`src/rtl/adc_frame_seq_pkg.sv`:
```
// Shared state encoding, timeout fill value and default sizing for the ADC frame sequencer.
package adc_seq_pkg;

    typedef enum logic [2:0] {
        ST_IDLE   = 3'd0,
        ST_SETTLE = 3'd1,
        ST_CONV   = 3'd2,
        ST_WAIT   = 3'd3,
        ST_EMIT   = 3'd4,
        ST_NEXT   = 3'd5
    } state_e;

    localparam logic [9:0] TIMEOUT_VAL = 10'h3FF;

    localparam int DEF_ROWS        = 32'sd16;
    localparam int DEF_COLS        = 32'sd16;
    localparam int DEF_SETTLE_CYC  = 32'sd4;
    localparam int DEF_TIMEOUT_CYC = 32'sd64;

    // A single row or column still needs a 1-bit address bus.
    function automatic int addr_w(input int n);
        return (n > 32'sd1) ? $clog2(n) : 32'sd1;
    endfunction

    function automatic int max2(input int a, input int b);
        return (a > b) ? a : b;
    endfunction

endpackage

```
`src/rtl/adc_frame_seq_cycle_timer.sv`:
```
// Loadable down-counter; expired pulses in the last cycle of the loaded interval.
module cycle_timer #(
    parameter int W = 8
) (
    input  logic         clk,
    input  logic         nrst,
    input  logic         load,
    input  logic [W-1:0] load_val,
    output logic         expired
);

    logic [W-1:0] cnt_q;
    logic [W-1:0] cnt_d;

    // Reload on request, otherwise count down and rest at zero.
    always_comb begin
        cnt_d = cnt_q;
        if (load) begin
            cnt_d = load_val;
        end else if (cnt_q != '0) begin
            cnt_d = cnt_q - W'(1);
        end else begin
            cnt_d = cnt_q;
        end
    end

    // Counter register with synchronous reset.
    always_ff @(posedge clk) begin
        if (!nrst) begin
            cnt_q <= '0;
        end else begin
            cnt_q <= cnt_d;
        end
    end

    assign expired = (cnt_q == W'(1));

endmodule

```
`src/rtl/adc_frame_seq.sv`:
```
// Pixel-array ADC scan sequencer feeding a downstream SIPO.
// Build option: ADC_FRAME_SEQ_TEST_PATTERN_EN replaces pixel data with a per-frame pixel counter.
module adc_frame_seq
    import adc_seq_pkg::*;
#(
    parameter int ROWS        = DEF_ROWS,
    parameter int COLS        = DEF_COLS,
    parameter int SETTLE_CYC  = DEF_SETTLE_CYC,
    parameter int TIMEOUT_CYC = DEF_TIMEOUT_CYC
) (
    input  logic                      clk,
    input  logic                      nrst,
    input  logic                      start,
    input  logic                      stop,
    input  logic                      cont_mode,
    output logic                      adc_conv,
    input  logic                      adc_valid,
    input  logic [9:0]                adc_data,
    output logic [addr_w(ROWS)-1:0]   row_addr,
    output logic [addr_w(COLS)-1:0]   col_addr,
    output logic                      SIPO_en,
    output logic [9:0]                SIPO_in,
    output logic                      force_rdy,
    output logic                      busy,
    output logic                      frame_done,
    output logic                      err
);

    localparam int RW = addr_w(ROWS);
    localparam int CW = addr_w(COLS);
    localparam int TW = $clog2(max2(SETTLE_CYC, TIMEOUT_CYC) + 32'sd1);

    state_e          state_q, state_d;
    logic [RW-1:0]   row_q, row_d;
    logic [CW-1:0]   col_q, col_d;
    logic [9:0]      data_q, data_d;
    logic            err_q, err_d;
    logic            stop_pend_q, stop_pend_d;
    logic            adc_conv_q, adc_conv_d;
    logic            sipo_en_q, sipo_en_d;
    logic [9:0]      sipo_in_q, sipo_in_d;
    logic            force_rdy_q, force_rdy_d;
    logic            busy_q, busy_d;
    logic            frame_done_q, frame_done_d;
    logic            last_col_s, last_row_s, last_pix_s, stop_seen_s;
    logic            tmr_load_s, tmr_expired_s;
    logic [TW-1:0]   tmr_val_s;
    logic [9:0]      emit_val_s;

    assign last_col_s  = (col_q == CW'(COLS - 1));
    assign last_row_s  = (row_q == RW'(ROWS - 1));
    assign last_pix_s  = last_col_s & last_row_s;
    // A stop arriving in the very last NEXT cycle must still end the scan.
    assign stop_seen_s = stop_pend_q | (busy_q & stop);

    // Scan FSM: next state, pixel addressing, captured sample and sticky error.
    always_comb begin
        state_d = state_q;
        row_d   = row_q;
        col_d   = col_q;
        data_d  = data_q;
        err_d   = err_q;
        case (state_q)
            ST_IDLE: begin
                if (start) begin
                    row_d   = '0;
                    col_d   = '0;
                    err_d   = 1'b0;
                    state_d = ST_SETTLE;
                end else begin
                    state_d = ST_IDLE;
                end
            end
            ST_SETTLE: begin
                if (tmr_expired_s) begin
                    state_d = ST_CONV;
                end else begin
                    state_d = ST_SETTLE;
                end
            end
            ST_CONV: begin
                state_d = ST_WAIT;
            end
            ST_WAIT: begin
                if (adc_valid) begin
                    data_d  = adc_data;
                    state_d = ST_EMIT;
                end else if (tmr_expired_s) begin
                    data_d  = TIMEOUT_VAL;
                    err_d   = 1'b1;
                    state_d = ST_EMIT;
                end else begin
                    state_d = ST_WAIT;
                end
            end
            ST_EMIT: begin
                state_d = ST_NEXT;
            end
            ST_NEXT: begin
                if (!last_col_s) begin
                    col_d   = col_q + CW'(1);
                    state_d = ST_CONV;
                end else if (!last_row_s) begin
                    col_d   = '0;
                    row_d   = row_q + RW'(1);
                    state_d = ST_SETTLE;
                end else begin
                    col_d = '0;
                    row_d = '0;
                    if (cont_mode && !stop_seen_s) begin
                        state_d = ST_SETTLE;
                    end else begin
                        state_d = ST_IDLE;
                    end
                end
            end
            default: begin
                state_d = ST_IDLE;
            end
        endcase
    end

    // Pending stop: set while scanning, dropped whenever the FSM lands in IDLE.
    always_comb begin
        if (state_d == ST_IDLE) begin
            stop_pend_d = 1'b0;
        end else if (busy_q && stop) begin
            stop_pend_d = 1'b1;
        end else begin
            stop_pend_d = stop_pend_q;
        end
    end

    // One timer serves both SETTLE and WAIT, reloaded on entry to either.
    always_comb begin
        tmr_load_s = (state_d != state_q) && ((state_d == ST_SETTLE) || (state_d == ST_WAIT));
        if (state_d == ST_WAIT) begin
            tmr_val_s = TW'(TIMEOUT_CYC);
        end else begin
            tmr_val_s = TW'(SETTLE_CYC);
        end
    end

    cycle_timer #(
        .W(TW)
    ) u_timer (
        .clk      (clk),
        .nrst     (nrst),
        .load     (tmr_load_s),
        .load_val (tmr_val_s),
        .expired  (tmr_expired_s)
    );

`ifdef ADC_FRAME_SEQ_TEST_PATTERN_EN
    logic [9:0] pix_q, pix_d;

    // Pattern counter: zero at each frame start, one step per emitted pixel.
    always_comb begin
        if ((state_q == ST_IDLE) && start) begin
            pix_d = 10'd0;
        end else if (state_q == ST_NEXT) begin
            if (last_pix_s) begin
                pix_d = 10'd0;
            end else begin
                pix_d = pix_q + 10'd1;
            end
        end else begin
            pix_d = pix_q;
        end
    end

    // Pattern counter register.
    always_ff @(posedge clk) begin
        if (!nrst) begin
            pix_q <= 10'd0;
        end else begin
            pix_q <= pix_d;
        end
    end

    assign emit_val_s = pix_q;
`else
    assign emit_val_s = data_q;
`endif

    // Output strobes decoded from the current state, so they trail it by one cycle.
    always_comb begin
        adc_conv_d   = (state_q == ST_CONV);
        sipo_en_d    = (state_q == ST_EMIT);
        force_rdy_d  = (state_q == ST_EMIT) && last_pix_s;
        frame_done_d = (state_q == ST_NEXT) && last_pix_s;
        busy_d       = (state_d != ST_IDLE);
        if (state_q == ST_EMIT) begin
            sipo_in_d = emit_val_s;
        end else begin
            sipo_in_d = 10'd0;
        end
    end

    // State, datapath and output registers with synchronous active-low reset.
    always_ff @(posedge clk) begin
        if (!nrst) begin
            state_q      <= ST_IDLE;
            row_q        <= '0;
            col_q        <= '0;
            data_q       <= 10'd0;
            err_q        <= 1'b0;
            stop_pend_q  <= 1'b0;
            adc_conv_q   <= 1'b0;
            sipo_en_q    <= 1'b0;
            sipo_in_q    <= 10'd0;
            force_rdy_q  <= 1'b0;
            busy_q       <= 1'b0;
            frame_done_q <= 1'b0;
        end else begin
            state_q      <= state_d;
            row_q        <= row_d;
            col_q        <= col_d;
            data_q       <= data_d;
            err_q        <= err_d;
            stop_pend_q  <= stop_pend_d;
            adc_conv_q   <= adc_conv_d;
            sipo_en_q    <= sipo_en_d;
            sipo_in_q    <= sipo_in_d;
            force_rdy_q  <= force_rdy_d;
            busy_q       <= busy_d;
            frame_done_q <= frame_done_d;
        end
    end

    assign adc_conv   = adc_conv_q;
    assign row_addr   = row_q;
    assign col_addr   = col_q;
    assign SIPO_en    = sipo_en_q;
    assign SIPO_in    = sipo_in_q;
    assign force_rdy  = force_rdy_q;
    assign busy       = busy_q;
    assign frame_done = frame_done_q;
    assign err        = err_q;

endmodule

```
`config.mk`:
```
export PLATFORM = sky130hd
export DESIGN_NAME = adc_frame_seq
export DESIGN_NICKNAME = d
export VERILOG_FILES = /design/src/rtl/adc_frame_seq_pkg.sv /design/src/rtl/adc_frame_seq_cycle_timer.sv /design/src/rtl/adc_frame_seq.sv
export SDC_FILE = /design/constraint.sdc
export NUM_CORES = 1
export LEC_CHECK = 0
export CAP_MARGIN = 40
export CELL_PAD_IN_SITES_DETAIL_PLACEMENT = 0
export CELL_PAD_IN_SITES_GLOBAL_PLACEMENT = 1
export CORE_MARGIN = 4
export CORE_UTILIZATION = 41
export CTS_BUF_LIST = sky130_fd_sc_hd__clkbuf_4 sky130_fd_sc_hd__clkbuf_8 sky130_fd_sc_hd__clkbuf_16
export DETAILED_ROUTE_END_ITERATION = 8
export PLACE_DENSITY_LB_ADDON = 0.1
export RECOVER_POWER = 100
export SLEW_MARGIN = 0
export SYNTH_ARGS = -nofsm -noshare
export SYNTH_HDL_FRONTEND = slang
export SYNTH_SLANG_ARGS = --single-unit
```
`constraint.sdc`:
```
create_clock -name clk -period 3.14 [get_ports clk]
set_input_delay 0.942 -clock clk [delete_from_list [all_inputs] [get_ports clk]]
set_output_delay 0.942 -clock clk [all_outputs]
set_load 0.01 [all_outputs]
```
Word-level counts from Yosys, hierarchy flattened
Index checks and enable logic that the tools add are counted.
{ "totals": {"regBits": 45, "in_bits": 16, "word_cells": 79} }
{ "op_classes": {"add_sub_neg": 3, "eq_ne": 15, "muxes": 23, "bitwise_logic": 4, "n_reduce_logical": 21} }
{ "ops": {"columns": ["cell", "count"], "rows": [
  ["$mux 7", 3],
  ["$mux 10", 2],
  ["$pmux 3 s6", 1],
  ["$mux 4", 4],
  ["$pmux 4 s2", 2],
  ["$eq 3x2->1 const B", 3],
  ["$add 4x1->4 const B", 2],
  ["$eq 4x4->1 const B", 2],
  ["$ne 2x2->1 const B", 4],
  ["$reduce_bool 2->1", 4],
  ["$eq 7x1->1 const B", 1],
  ["$reduce_bool 7->1", 1],
  ["$sub 7x1->7 const B", 1],
  ["$eq 3x1->1 const B", 2],
  ["$eq 3x3->1 const B", 2],
  ["$logic_not 3->1", 2],
  ["$mux 1", 6],
  ["$mux 3", 2],
  ["$reduce_and 2->1", 3],
  ["$logic_and 1x1->1", 5],
  ["$mux 2", 2],
  ["$reduce_and 4->1", 1],
  ["$ne 3x3->1", 1],
  ["$reduce_and 3->1", 1],
  ["8 further kinds", 9]
]} }

Logic depth before layout (Yosys ltp)
{ "logic_depth": {"word_depth": 12, "mapped_depth": 7, "ltp_nobuf": 7} }

Hierarchy
A second synthesis with hierarchy kept.
{ "unflattened": {"hier_cells": 206, "area_unflattened_um2": 1981.9} }
{ "modules_own_cells": {"columns": ["mod", "instances", "cells_each", "area_each_um2", "seq_area_each_um2"], "rows": [
  ["adc_frame_seq", 1, 155, 1547.7, 760.7],
  ["cycle_timer", 1, 51, 434.2, 140.1]
]} }

Least setup slack after synthesis
OpenSTA, ideal clock, no wires.
{ "synth_timing": {"path_type": "input to register", "from": "in adc_valid", "to": "reg u_timer.cnt_q[0]", "setup_ns": 0.118, "t_arrival_ns": 1.757, "required_ns": 3.022, "path_slack_ns": 1.265, "path_stages": 5, "path_buffers": 0, "path_cell_list": "a21o_1 a221oi_2 o2bb2ai_2 a21o_1 nor2_1"} }
{ "synth_via": {"elab_chain_cells": 6} }
{ "synth_lines": {"columns": ["item", "line", "rtl"], "rows": [
  ["from (decl)", "adc_frame_seq.sv:17", "input logic adc_valid,"],
  ["$mux 3 (*)", "adc_frame_seq.sv:85", "if (adc_valid) begin"],
  ["$pmux 3 s6 (*)", "adc_frame_seq.sv:63", "case (state_q)"],
  ["$eq 3x1->1 or $eq 3x2->1 (tied branches)", "adc_frame_seq.sv:136", "tmr_load_s = (state_d != state_q) && ((state_d == ST_SETTLE) || (state_d == ST_WAIT));"],
  ["$logic_or 1x1->1", "adc_frame_seq.sv:136", null],
  ["$logic_and 1x1->1 (*)", "adc_frame_seq.sv:136", null],
  ["$mux 7 or $reduce_bool 2->1 (tied branches)", null, null],
  ["to (signal assigned)", "adc_frame_seq_cycle_timer.sv:32", "cnt_q <= cnt_d;"],
  ["to (decl)", "adc_frame_seq_cycle_timer.sv:12", "logic [W-1:0] cnt_q;"]
]} }
Every way passes the cells marked *; elsewhere a longest branch is shown, timed or not.
A chain may end at the register's enable or synchronous reset.

Worst setup path in the final report
{ "layout_timing": {"from": "in adc_valid", "to": "reg data_q[5]"} }
{ "layout_via": {"elab_chain_cells": 2} }
{ "layout_lines": {"columns": ["item", "line", "rtl"], "rows": [
  ["$reduce_bool 2->1 (no source line)", null, null],
  ["$reduce_and 2->1 (no source line)", null, null],
  ["to (signal assigned)", "adc_frame_seq.sv:219", "data_q <= data_d;"],
  ["to (decl)", "adc_frame_seq.sv:36", "logic [9:0] data_q, data_d;"]
]} }
Several ways; a longest one is shown, not always the timed one.

==> qor_table.md <==
| Metric | This run | Unit |
| --- | --- | --- |
| Arrival time worst endpoint | 2.71 | ns |
| Number of antenna violations at the first check in global routing | 0 | - |
| Die Outline Area | 0.00576 | mm² |
| Row cnt | 24 | - |
| Synth warn | 0 | - |
| Mean Syn Cell Area | 9.94 | µm² |
| Via density per instance | 5.33 | - |
| Fraction of registers with async set/reset | 0 | - |
| Die width | 75.9 | µm |
| Number of instances on the worst hold path | 1 | - |
| GRT Util Overall | 0.151 | - |
| Inserted Clock Buffers | 5 | - |
| Type of the setup path with the least slack | input pin to flip-flop | - |
| Number of buffers between clock root and the deepest sink | 2 | - |
| Final-layout setup total negative slack | 0 | ns |
| Number of endpoints with negative hold slack in the final report | 0 | - |
| Endpoint of the most critical register-to-register path | data_q[5]$_SDFFE_PN0P_ | - |
| Post-synthesis register bit count | 45 | - |
| Share of synthesized area occupied by flip-flops and latches | 0.477 | - |
| Fraction of the cycle the final worst path needs | 0.784 | - |
| Chip height | 75.9 | µm |
| Vias after detailed routing | 1497 | - |
| Critical Path RT | 3.39 | ns |
| Net count of the mapped netlist | 211 | - |
| Count of non-filler cells in the finished layout | 281 | - |
| Number of synthesized flops with an enable pin | 0 | - |
| Area added between synthesis and finish | 24.8 | % |
| Largest net degree at the start of global routing | 21 | - |
| Worst R2R Path Depth | 5 | - |
| Remaining max-slew budget at the tightest pin | 0.453 | - |
| Post-detail-place hpwl | 2890 | µm |
| FF-to-FF Start | u_timer.cnt_q[2]$_SDFFE_PN0P_ | - |
| FILL cells | 417 | - |
| Clock slew at the register clock pins of the worst setup and hold paths | 0.09 | ns |
| Post-Synthesis Cells | 190 | - |
| Number of buffers inserted for hold repair after clock tree synthesis | 0 | - |
| Violation count after the first detailed-route iteration | 86 | - |
| Final worst slack | 0.678 | ns |
| Remaining global-route overflow | 0 | - |
| Finish-stage setup viols | 0 | - |
| WHS Endpoint | col_addr[3]$_SDFFE_PN0P_ | - |
| Worst slack at placement | 0.642 | ns |
| Global-route wire length before repair | 6520 | µm |
| Sort of element at the end of the critical path | flip-flop | - |
| Cell count after placement | 273 | - |
| Number of port buffers | 39 | - |
| Count of H-tree levels built during CTS | 2 | - |
| Clock sink count | 45 | - |
| Final critical delay including setup and external delays | 2.46 | ns |
| Routed wire length per instance | 14.0 | µm |
| P_leak | 1.02 | nW |
| Setup repair after global routing missed its margin | false | - |
| Most area-hungry cell type in the Yosys netlist | dfxtp_1 | - |
| Flop-to-flop setup slack | 1.05 | ns |
| Path class of the lowest-slack min-delay path | flip-flop to flip-flop | - |
| Dominant register cell in the synthesized netlist | dfxtp_1 | - |
| Post-synth top area share | 0.477 | - |
| Number of post-CTS setup repair buffers | 0 | - |
| Areal power density over the cells | 652 | mW/mm² |
| Crit path max fanout | 11 | - |
| Weighted congestion at the end of routability-driven global placement | 0.795 | - |
| Synthesized area | 0.00189 | mm² |
| Remaining antenna violation count after routing | 0 | - |
| Detailed Routing Iterations Pass 1 | 5 | - |
| Via count of the first global-routing pass | 1395 | - |
| Result of the run | finished, final reports clean | - |
| FMAX | 0.406 | GHz |
| Total power consumption of the routed design | 0.00154 | W |
| Insertion delay of the later-clocked pin in the worst-skew pair | 0.30 | ns |
| Initial standard-cell utilization of the core | 0.428 | - |
| Fraction of final layout cells with drive strength greater than 1 | 0.0699 | - |
| Least-Margin Pin Slew | 0.819 | ns |
| Number of distinct standard cells referenced by the synthesized netlist | 46 | - |
| Final wirelength | 3940 | µm |
| Hold path startpoint | col_addr[3]$_SDFFE_PN0P_ | - |
| Final clock skew | 0.0105 | ns |
| DRC viols | 0 | - |
| Utilization after layout | 0.534 | - |
| Maximum vdd drop | 0.000469 | V |
| Number of maximum-capacitance constraint violations | 0 | - |
| Startpoint type of the worst setup path | input pin | - |
| Count of pins on the block boundary | 40 | - |
| Root Buffer | clkbuf_8 | - |
| Number of max-slew violations in the final report | 0 | - |
| Total core area | 0.00441 | mm² |
| Final Net Count | 249 | - |
| Ranking of synthesized cells by area | dfxtp_1 (48%), o221a_1 (5.4%), and3_1 (4.3%), nor2_1 (4.2%), a21oi_1 (4.0%) | - |
| # diodes | 0 | - |
| Post-cts gate resize count | 0 | - |
| CTS tree | done | - |
[power by group]
part / internal (W) / switching, W
Clock: 0.000183 / 0.000201
Combinational: 0.000216 / 0.000245
Sequential: 0.000624 / 0.0000674
Total: 0.00102 / 0.000513
[synthesized netlist by cell type, types with 4 or more instances]
cell type	n
o21ai_0	4
nor2_1	21
inv_1	4
nand3_1	8
ha_1	5
a21o_1	4
a21oi_1	15
nor3_1	4
dfxtp_1	45
nand2_1	4
and3_1	13
o221a_1	9
buf_2	4
[metrics by stage]
stage | hold slack, ns | cell area [µm²]
floorplan | 0.446 | 1890
global placement | 0.457 | 2290
detailed placement | 0.469 | 2290
CTS | 0.479 | 2390
global route | 0.501 | 2360
finish | 0.480 | 2360
[worst max-delay path, cell delays in order]
cell	delay [ns]
dlygate4sd3_1	0.60
or2_0	0.19
nor2b_1	0.68
o221a_1	0.30
[how the worst max path moves through the flow]
stage               slack, ns  cells past startpoint                      from                       endpoint
global placement         0.68                      6                 adc_valid  u_timer.cnt_q[4]$_SDFFE_PN0P_
detailed placement       0.64                      6                 adc_valid  u_timer.cnt_q[4]$_SDFFE_PN0P_
CTS                      0.91                      1  row_addr[0]$_SDFFE_PN0P_                    row_addr[0]
floorplan                1.27                      5                 adc_valid  u_timer.cnt_q[0]$_SDFFE_PN0P_
global route             0.54                      4                 adc_valid         data_q[3]$_SDFFE_PN0P_
finish                   0.68                      4                 adc_valid         data_q[5]$_SDFFE_PN0P_
[layout make-up]
cell class / count / area [µm²] / area share
inverter: 4 / 15.0 / 0.00637
sequential: 45 / 901 / 0.382
multi-input combinational: 130 / 871 / 0.369
clock inverter: 2 / 17.5 / 0.00743
timing repair buffer: 42 / 405 / 0.172
clock buffer: 6 / 82.6 / 0.0350
tap: 52 / 65.1 / 0.0276
[registers in the layout, indices dropped and copies added, names as in the netlist, 3 cells and up]
signal and flops:
u_timer.cnt_q 7, col_addr 4, row_addr 4, data_q 10
SIPO_in 10, state_q 3
[cells in the final DEF (no fill, tap or decap), types with 2 or more instances in the layout]
master and n:
clkbuf_8 6, a21o_1 4, nor2b_1 2, nand4b_1 2, inv_1 4, dfxtp_1 45
nor3_1 4, o21ai_0 4, and2_1 2, o21a_1 3, a211oi_1 2, and3_1 13
o221a_1 9, a21oi_1 15, dlygate4sd3_1 27, ha_1 5, xor2_1 3, clkbuf_1 2
nand4_1 2, nand3_1 8, nand2_1 4, clkdlybuf4s50_1 12, nor2_1 21, xnor2_1 2
nand3b_1 2, nor3b_1 2, a22oi_1 3
[per-layer routing]
layer  share of wire  track usage  vias to the layer above
met4           0.016       0.0621                        0
met1            0.47        0.197                      694
li1                -            -                      762
met3           0.068       0.0554                        6
met5               0            0                        -
met2            0.44        0.224                       35
[cells by family after synthesis]
| group | count (synthesis) | share of synthesized area |
|---|---|---|
| buffers and inverters | 15 | 0.0490 |
| AND/OR/NAND/NOR | 72 | 0.219 |
| XOR/XNOR | 5 | 0.0232 |
| adder cells (fa/ha/maj) | 5 | 0.0331 |
| AO/OA/AOI/OAI | 48 | 0.199 |
| flip-flops | 45 | 0.477 |
Power figures use the tool's default switching activity.
